## src/rtl/mips_pipe_pkg.sv

```systemverilog
// Shared MEM/WB pipeline types: default field widths, the MEM->WB entry record and skid-buffer states.
package mips_pipe_pkg;

  localparam int unsigned DATA_W_DEF     = 32;
  localparam int unsigned REG_ADDR_W_DEF = 5;

  typedef struct packed {
    logic [DATA_W_DEF-1:0]     read_data;
    logic [DATA_W_DEF-1:0]     alu_result;
    logic [REG_ADDR_W_DEF-1:0] dest_reg;
    logic                      reg_write;
    logic                      mem_to_reg;
  } mem_wb_t;

  typedef enum logic [1:0] {ST_EMPTY, ST_FULL, ST_SKID} skid_state_e;

  function automatic int unsigned mem_wb_width(input int unsigned data_w, input int unsigned addr_w);
    return 2 * data_w + addr_w + 2;
  endfunction

endpackage

```

## src/rtl/pipe_skid_buf.sv

```systemverilog
// Generic 2-entry skid buffer: registered in_ready, synchronous flush, data cleared whenever an entry is empty.
module pipe_skid_buf
  import mips_pipe_pkg::*;
#(
  parameter int unsigned W = 8
) (
  input  logic         clk,
  input  logic         rst_n,
  input  logic         flush,
  input  logic         in_valid,
  output logic         in_ready,
  input  logic [W-1:0] in_data,
  output logic         out_valid,
  input  logic         out_ready,
  output logic [W-1:0] out_data
);

  skid_state_e state_q, state_d;
  logic [W-1:0] main_q, main_d;
  logic [W-1:0] skid_q, skid_d;
  logic         ready_q, ready_d;
  logic         accept, retire;

  always_ff @(posedge clk) begin
    if (!rst_n) begin
      state_q <= ST_EMPTY;
      main_q  <= '0;
      skid_q  <= '0;
      ready_q <= 1'b1;
    end else begin
      state_q <= state_d;
      main_q  <= main_d;
      skid_q  <= skid_d;
      ready_q <= ready_d;
    end
  end

  assign accept = in_valid & ready_q;
  assign retire = out_ready & (state_q != ST_EMPTY);

  always_comb begin
    state_d = state_q;
    main_d  = main_q;
    skid_d  = skid_q;
    if (flush) begin
      state_d = ST_EMPTY;
      main_d  = '0;
      skid_d  = '0;
    end else begin
      case (state_q)
        ST_EMPTY: if (accept) begin
          state_d = ST_FULL;
          main_d  = in_data;
        end
        ST_FULL: begin
          if (accept && retire) begin
            main_d = in_data;
          end else if (retire) begin
            state_d = ST_EMPTY;
            main_d  = '0;
          end else if (accept) begin
            state_d = ST_SKID;
            skid_d  = in_data;
          end
        end
        ST_SKID: if (retire) begin
          state_d = ST_FULL;
          main_d  = skid_q;
          skid_d  = '0;
        end
        default: begin
          state_d = ST_EMPTY;
          main_d  = '0;
          skid_d  = '0;
        end
      endcase
    end
    // Ready is registered from the next state so out_ready never reaches in_ready combinationally.
    ready_d = (state_d != ST_SKID);
  end

  assign in_ready  = ready_q;
  assign out_valid = (state_q != ST_EMPTY);
  assign out_data  = main_q;

endmodule

```

## src/rtl/mem_wb_pipe_stage.sv

```systemverilog
// MEM->WB pipeline boundary with valid/ready handshake, 2-entry skid buffer and flush.
// Optional MEM_WB_WBSEL_EN adds the writeback data mux output out_wb_data.
module mem_wb_pipe_stage
  import mips_pipe_pkg::*;
#(
  parameter int unsigned DATA_W     = DATA_W_DEF,
  parameter int unsigned REG_ADDR_W = REG_ADDR_W_DEF,
  parameter int unsigned ZERO_REG   = 0
) (
  input  logic                  clk,
  input  logic                  rst_n,
  input  logic                  flush,
  input  logic                  in_valid,
  output logic                  in_ready,
  input  logic [DATA_W-1:0]     in_read_data,
  input  logic [DATA_W-1:0]     in_alu_result,
  input  logic [REG_ADDR_W-1:0] in_dest_reg,
  input  logic                  in_reg_write,
  input  logic                  in_mem_to_reg,
  output logic                  out_valid,
  input  logic                  out_ready,
  output logic [DATA_W-1:0]     out_read_data,
  output logic [DATA_W-1:0]     out_alu_result,
  output logic [REG_ADDR_W-1:0] out_dest_reg,
  output logic                  out_reg_write,
  output logic                  out_mem_to_reg
`ifdef MEM_WB_WBSEL_EN
 ,output logic [DATA_W-1:0]     out_wb_data
`endif
);

  localparam int unsigned W = mem_wb_width(DATA_W, REG_ADDR_W);

  // Same layout as mem_wb_t, re-declared so non-default widths stay legal.
  typedef struct packed {
    logic [DATA_W-1:0]     read_data;
    logic [DATA_W-1:0]     alu_result;
    logic [REG_ADDR_W-1:0] dest_reg;
    logic                  reg_write;
    logic                  mem_to_reg;
  } entry_t;

  entry_t in_entry, held;

  assign in_entry = '{read_data:  in_read_data,
                      alu_result: in_alu_result,
                      dest_reg:   in_dest_reg,
                      reg_write:  in_reg_write,
                      mem_to_reg: in_mem_to_reg};

  pipe_skid_buf #(.W(W)) u_skid (
    .clk       (clk),
    .rst_n     (rst_n),
    .flush     (flush),
    .in_valid  (in_valid),
    .in_ready  (in_ready),
    .in_data   (in_entry),
    .out_valid (out_valid),
    .out_ready (out_ready),
    .out_data  (held)
  );

  assign out_read_data  = held.read_data;
  assign out_alu_result = held.alu_result;
  assign out_dest_reg   = held.dest_reg;
  assign out_mem_to_reg = held.mem_to_reg;
  assign out_reg_write  = held.reg_write & out_valid & (held.dest_reg != REG_ADDR_W'(ZERO_REG));

`ifdef MEM_WB_WBSEL_EN
  assign out_wb_data = held.mem_to_reg ? held.read_data : held.alu_result;
`else
  // Writeback mux lives in the WB stage in this build.
`endif

endmodule
```

## config.mk

```make
export PLATFORM = sky130hd
export DESIGN_NAME = mem_wb_pipe_stage
export DESIGN_NICKNAME = d
export VERILOG_FILES = /design/src/rtl/mips_pipe_pkg.sv /design/src/rtl/pipe_skid_buf.sv /design/src/rtl/mem_wb_pipe_stage.sv
export SDC_FILE = /design/constraint.sdc
export NUM_CORES = 1
export LEC_CHECK = 0
export CAP_MARGIN = 20
export CORE_MARGIN = 5
export CORE_UTILIZATION = 35
export DETAILED_ROUTE_END_ITERATION = 6
export PLACE_DENSITY_LB_ADDON = 0.12
export RECOVER_POWER = 25
export SLEW_MARGIN = 15
export SYNTH_ARGS = -nofsm -noshare
export SYNTH_HDL_FRONTEND = slang
export SYNTH_HIERARCHICAL = 1
export SYNTH_SLANG_ARGS = --single-unit
```

## constraint.sdc

```tcl
create_clock -name clk -period 1.55 [get_ports clk]
set_clock_uncertainty 0.05 [all_clocks]
set_input_delay 0.31 -clock clk [delete_from_list [all_inputs] [get_ports clk]]
set_output_delay 0.31 -clock clk [all_outputs]
set_load 0.05 [all_outputs]
```

* Word-level counts from Yosys, hierarchy flattened
Index checks and enable logic that the tools add are counted.
** Storage, ports and cells
- Bits in registers :: 145
- Bits of input ports :: 76
- Output and inout port bits :: 73
- Word-level logic and storage cells :: 41
** Cells by class
- Eq/ne operators :: 9
- Mux-type cells :: 15
- Bitwise logic cells :: 6
- Reductions and logical operators :: 7
** Operators by type and width (count)
- $mux 71 :: 6
- $pmux 71 s3 :: 2
- $mux 2 :: 6
- $ne 2x1->1 const B :: 3
- $ne 2x2->1 const B :: 3
- $pmux 2 s3 :: 1
- $reduce_and 5->1 :: 1
- $reduce_bool 5->1 :: 1
- $and 1x1->1 :: 4
- $ne 3x1->1 const B :: 1
- $reduce_and 3->1 :: 1
- $eq 2x1->1 const B :: 1
- $eq 2x2->1 const B :: 1
- $logic_not 2->1 :: 1
- $not 1->1 :: 2
- $reduce_bool 2->1 :: 1
- $reduce_or 2->1 :: 1
- $logic_and 1x1->1 :: 1

* Longest topological paths before layout
Gate-level depths: netlist of the first run.
- Depth in word-level cells :: 7
- Gate-level depth with buffers :: 7
- Depth with buffers taken out :: 4

* Cells and area by module
Netlist of the first run, hierarchy kept.
** By module, submodules not included
- pipe_skid_buf :: instances 1, cells an instance 738, area each 7140.6 um^2
- mem_wb_pipe_stage :: instances 1, cells an instance 2, area each 16.3 um^2

* Least setup slack after synthesis of the first run
Ideal clock, no wire load.
- Path kind :: register to output
- Start :: register u_skid.state_q[0]
- End :: output out_reg_write
- Arrival time :: 1.753 ns
- Data required time :: 1.190 ns
- Path slack :: -0.563 ns
- Cell stages (with the launch flop) :: 6
- Path buffers :: 3
- Cells stage by stage :: dfxtp_1 buf_4 buf_2 buf_1 or2_2 o311a_1
** On the way
- Cells in the longest elaborated chain, start to end :: 3
** RTL lines
- start, declared :: line pipe_skid_buf.sv:18 : skid_state_e state_q, state_d;
- start signal, assigned :: line pipe_skid_buf.sv:31 : state_q <= state_d;
- $reduce_bool 2->1 :: line pipe_skid_buf.sv:83 : assign out_valid = (state_q != ST_EMPTY);
- via out_valid :: line mem_wb_pipe_stage.sv:20 : output logic out_valid,
- $and 1x1->1 (2 in series) :: line mem_wb_pipe_stage.sv:67 : assign out_reg_write = held.reg_write & out_valid & (held.dest_reg != REG_ADDR_W'(ZERO_REG));
- end, declared :: line mem_wb_pipe_stage.sv:25 : output logic out_reg_write,
The timed path passes the listed nets, and every way through them passes these cells.

* Worst setup path after layout of the first run
- Start :: register u_skid.main_q[5] (netlist: u_skid/out_data[5])
- End :: output out_reg_write
** On the way
- Cells in the longest elaborated chain, start to end :: 2
** RTL lines
- start, declared :: line pipe_skid_buf.sv:19 : logic [W-1:0] main_q, main_d;
- start signal, assigned :: line pipe_skid_buf.sv:32 : main_q <= main_d;
- $reduce_bool 5->1 :: line mem_wb_pipe_stage.sv:67
- $and 1x1->1 :: line mem_wb_pipe_stage.sv:67
No other way between the ends.

==> impl_metrics.ini, run 1 <==
[sta]
rsz0062_at_grt = yes
min_period_over_period_pct = 127
slew_violations = 0
tightest_slew_ps = 337
fmax_ghz = 0.508
fin_ws_ps = -420
layout_min_cycle_time_ps = 1970
hold_viol = 0
slew_headroom_pct = 77.5
setup_viol = 141

[route]
drt_iter0_drc = 264
firstDrtPassIters = 4
routed_wl_um = 24400
drc = 0
vias = 6379
wire_per_inst_um = 20.0
ant_nets = 0
via_per_inst = 5.25

[critical_path]
critical-path-max-stage-delay_ps = 390
crit_slowest_cell = or3_4
worstSetupStartpointType = flip-flop
timing.rr.end = u_skid/out_data[3]
cp_num_cells = 3
crit_type = flip-flop to output port
reg2regPathDepth = 8
path_cells = or3_4, o311a_4, buf_12
worst-path-max-fanout = 2
end_kind = output port
crit_arrival_ps = 1610
crit_family = simple AND/OR/NAND/NOR gates
critPathRequiredTime_ps = 1190
crit_buf_inv = 1
setup.worst_path.start = u_skid/out_data[5]
r2r-start = u_skid/state_q[1]
r2r_setup_slack_ps = -350

[pwr]
pwr-share-comb_pct = 23.6
total_power_uw = 10400
power_density_nw_per_um2 = 896
sw_frac_of_total_pct = 27.4
p_sw_uw = 2850
p_int_uw = 7560
p_leak_uw = 0.00414
clock_power_share_pct = 38.9
seqPwrFrac_pct = 37.5
vdd_drop_max_v = 0.000748

[min_path]
hp-class = input pin to flip-flop
min_to = u_skid/in_ready
hold_path_depth = 2
hold_start = out_ready

[synth]
netlist_area_um2 = 7160
postSynthAreaPerCell_um2 = 9.67
syn_nets = 816
netlist_instances = 740
synth_cell_types = 28
synth.ff_latch_count = 145
synth-seq-area-share_pct = 40.6
ys_warn_count = 6

[cells_and_area]
final_nets = 1009
nFillCells = 1747
layout_common_cells = nor2_1 (144), dfxtp_1 (140), mux2i_1 (133), buf_12 (86), clkdlybuf4s50_1 (73)
final_common_cell = nor2_1
area_growth_pct = 62.5
final_cells = 1216
drive_above_1_share_pct = 32.4

[global_route]
grt_pass1_wl_um = 36600
grtUsageTotal_pct = 19.4
grt_max_degree = 52
antenna_found_initial = 2
overflow = 0
grt_pass1_vias = 6695

[placement]
dp.cells = 1124
place_congestion = 0.774
portBuffers = 148
dp.final_hpwl_um = 14000

[floorplan]
io_pins = 149
initial_utilization_pct = 35.5
dieArea_um2 = 23400
coreArea_um2 = 20200
die_w_um = 153
die_h_um = 153
num_rows = 52

[cts]
cts_tree = built
postCtsHoldBufs = 0
root_buffer = clkbuf_16
htreeDepth = 4
worstSkewPairLatency_ps = 420
clock-sinks = 145
cts_buffer_depth = 2
cts_buffers = 17
clk_pin_slew_ps = 60

[status]
violations = setup timing
status = finished with violations

[flow_run]
maxCapViolations = 0
state kept, by name (all words and copies together), names as in the netlist:
register         cells
u_skid/out_data     71
u_skid/in_ready      1
u_skid/skid_q       71
u_skid/state_q       2
synthesized netlist by cell type, drive strengths merged:
master	instances	area, µm²
a21oi	2	10.0
mux2i	143	1430
nand2b	1	6.26
o211ai	1	12.5
or3	2	12.5
nor3	1	5.00
and4b	1	10.0
clkbuf	18	67.6
and2b	1	7.51
a21o	1	7.51
a22o	1	8.76
o2bb2ai	71	622
nand3b	4	30.0
o311a	1	10.0
buf	55	455
nand3	1	5.00
o22a	1	8.76
and2	71	444
nand2	1	3.75
dfxtp	145	2900
or2	1	6.26
o21a	1	7.51
nor2	144	541
and3b	1	8.76
a22oi	71	533
worst max path at each step:
stage / end
finish: out_reg_write
global route: out_reg_write
CTS: out_reg_write
detailed placement: u_skid/skid_q[8]
global placement: u_skid/skid_q[63]
floorplan: out_reg_write
layer usage:
layer / track usage [%] / vias up / wire, µm
met4: 6.96 / 2 / 481
met3: 4.75 / 33 / 1310
met5: 0 / - / 7
li1: - / 3060 / -
met2: 33.8 / 160 / 12200
met1: 23.4 / 3124 / 10400
through the flow:
stage                     util [%]  setup TNS, ps  hold WS, ps  setup slack [ps]  area, µm²
after floorplan                  -          -50.5          410             -50.5       7210
after global placement        48.3         -55370          422              -430       9750
after detailed placement      48.3         -66720          435              -574       9750
after CTS                     56.7         -15640          325              -442      11400
after global routing          57.7         -28250          398              -463      11600
final                         57.7         -22010          367              -420      11600
logic make-up after synthesis:
kind of cell	after synthesis	share of synthesized area (%)
multiplexers	143	20.0
AND/OR/NAND/NOR	229	15.1
buffers and inverters	73	7.31
AO/OA/AOI/OAI	150	17.0
flip-flops	145	40.6
timing repair:
action,4_1_cts,5_1_grt
setup buffers,30,12
pin swaps,40,110
gates resized for setup,86,69
endpoints found under the hold margin,0,0
setup endpoints to repair,131,146
cloned,15,13
layout make-up:
type	count	area, µm²	area share [%]
repair buffers	246	3560	30.6
clock buffers	21	472	4.06
multi-input cells	523	4230	36.4
flip-flops and latches	145	2920	25.1
diodes	1	2.50	0.0215
well taps	270	338	2.91
clock inverters	10	108	0.925
power groups by stage:
stage | clock (µW) | combinational [µW] | sequential [µW]
after floorplan | 0 | 764 | 4180
after global placement | 0 | 1750 | 3980
after detailed placement | 0 | 1780 | 3980
after CTS | 4150 | 2340 | 3910
after global routing | 4340 | 2580 | 3910
final | 4060 | 2450 | 3900
Power figures use the tool's default switching activity.
==> run 2, diff against run 1 <==
--- a/config.mk
+++ b/config.mk
@@ -7,7 +7,7 @@
 export LEC_CHECK = 0
 export CAP_MARGIN = 20
 export CORE_MARGIN = 5
-export CORE_UTILIZATION = 35
+export CORE_UTILIZATION = 25
 export DETAILED_ROUTE_END_ITERATION = 6
 export PLACE_DENSITY_LB_ADDON = 0.12
 export RECOVER_POWER = 25
==> run 2 against run 1 <==
Against the previous run:
- the flow still finishes with violations (setup timing)
- fmax grew 1.0%
- critical path depth did not move
- setup slack improved by 20 ps
- register-to-register slack better by 70 ps
- critical path type unchanged
- highest routed layer unchanged
==> impl_metrics.ini, run 2 (synthesis results as in run 1) <==
[sta]
fin_tns_setup_ps = -16110
layout_min_cycle_time_ps = 1950
min_period_over_period_pct = 126
fin_ws_ps = -400
fmax_ghz = 0.513
setup_viol = 116
hold_viol = 0
tightest_slew_ps = 347
rsz0062_at_grt = yes
slew_headroom_pct = 76.8
slew_violations = 0

[cts]
root_buffer = clkbuf_16
htreeDepth = 4
cts_tree = built
cts_buffers = 17
cts_buffer_depth = 2
postCtsHoldBufs = 0
worstSkewPairLatency_ps = 420
clk_pin_slew_ps = 70
clock-sinks = 145

[cells_and_area]
final_common_cell = nor2_1
num_antenna_cells = 0
final_nets = 1026
drive_above_1_share_pct = 37.4
fin_area_um2 = 12400
area_growth_pct = 73.4
nFillCells = 2727
regArea_um2 = 2920
layout_common_cells = nor2_1 (143), dfxtp_1 (140), mux2i_1 (132), buf_12 (86), clkdlybuf4s50_1 (73)
multi_input_area_um2 = 4490

[route]
top_layer_used = met5
wl_met1_um = 13100
wl_met3_um = 1160
drt_iter0_drc = 354
wire_per_inst_um = 21.1
drc = 0
via_per_inst = 4.70
dr_wl_met2_um = 13800
firstDrtPassIters = 4
vias = 6330
ant_nets = 0
routed_wl_um = 28500

[pwr]
vdd_drop_max_v = 0.000606
p_leak_uw = 0.00443
power_density_nw_per_um2 = 870

[placement]
portBuffers = 148
place_area_um2 = 9880
place_congestion = 0.698
dp.final_hpwl_um = 14100

[floorplan]
num_rows = 62
die_h_um = 179
io_pins = 149
die_w_um = 179
dieArea_um2 = 32100
coreArea_um2 = 28500
initial_utilization_pct = 25.1

[global_route]
grt_max_degree = 47
grtUsageTotal_pct = 15.5
grt_pass1_vias = 6229
antenna_found_initial = 1
overflow = 0
grt_pass1_wl_um = 38100

[min_path]
hold_path_depth = 4
hp-class = input pin to flip-flop

[critical_path]
reg2regPathDepth = 8
crit_type = flip-flop to output port
worst-path-max-fanout = 2
crit_arrival_ps = 1590
critPathRequiredTime_ps = 1190
worstSetupStartpointType = flip-flop
end_kind = output port

[status]
violations = setup timing
status = finished with violations

[flow_run]
maxCapViolations = 0
run 2: worst paths after layout:
check,start,endpoint,slack [ps]
setup / recovery,u_skid/out_data[5],out_reg_write,-400
hold / removal,in_valid,u_skid/state_q[0],330
setup reg to reg,u_skid/state_q[1],u_skid/out_data[58],-280
hold reg to reg,u_skid/skid_q[7],u_skid/skid_q[7],450
run 2: repair_timing:
item,in CTS,in global routing
buffers inserted,26,21
gates resized for setup,74,154
pin swaps,26,90
endpoints found under the setup margin,29,144
gates cloned,18,25
run 2: report_power, final:
part	internal (µW)	switching, µW	total [µW]
registers	3810	97.0	3900
clock network	2470	1780	4240
logic	1360	1300	2660
total	7630	3170	10800
run 2: cell type report:
cell class	count	share of cell area, %
clock buffer	20	3.68
clock inverter	12	1.07
multi-input combinational	523	36.2
sequential	145	23.5
tap	384	3.87
timing repair buffer	263	31.7
run 2: layer usage:
layer,vias to the layer above,track usage [%]
met4,2,3.87
li1,3091,-
met2,136,25.3
met5,-,0
met1,3069,20.8
met3,32,3.56
run 2: critical path: stages, from the launching register on:
cell and delay [ps]:
dfxtp_2 320, or3_4 380, o311a_4 320, buf_12 150
run 2: metrics by stage:
step,hold slack [ps],util [%],instances,power [µW],setup WS (ps)
after floorplan,410,-,740,4950,-50.5
after global placement,423,34.7,1240,5790,-430
after detailed placement,434,34.7,1240,5790,-448
after CTS,304,40.4,1314,10500,-424
after global routing,357,43.6,1347,11200,-428
final,329,43.6,1347,10800,-400
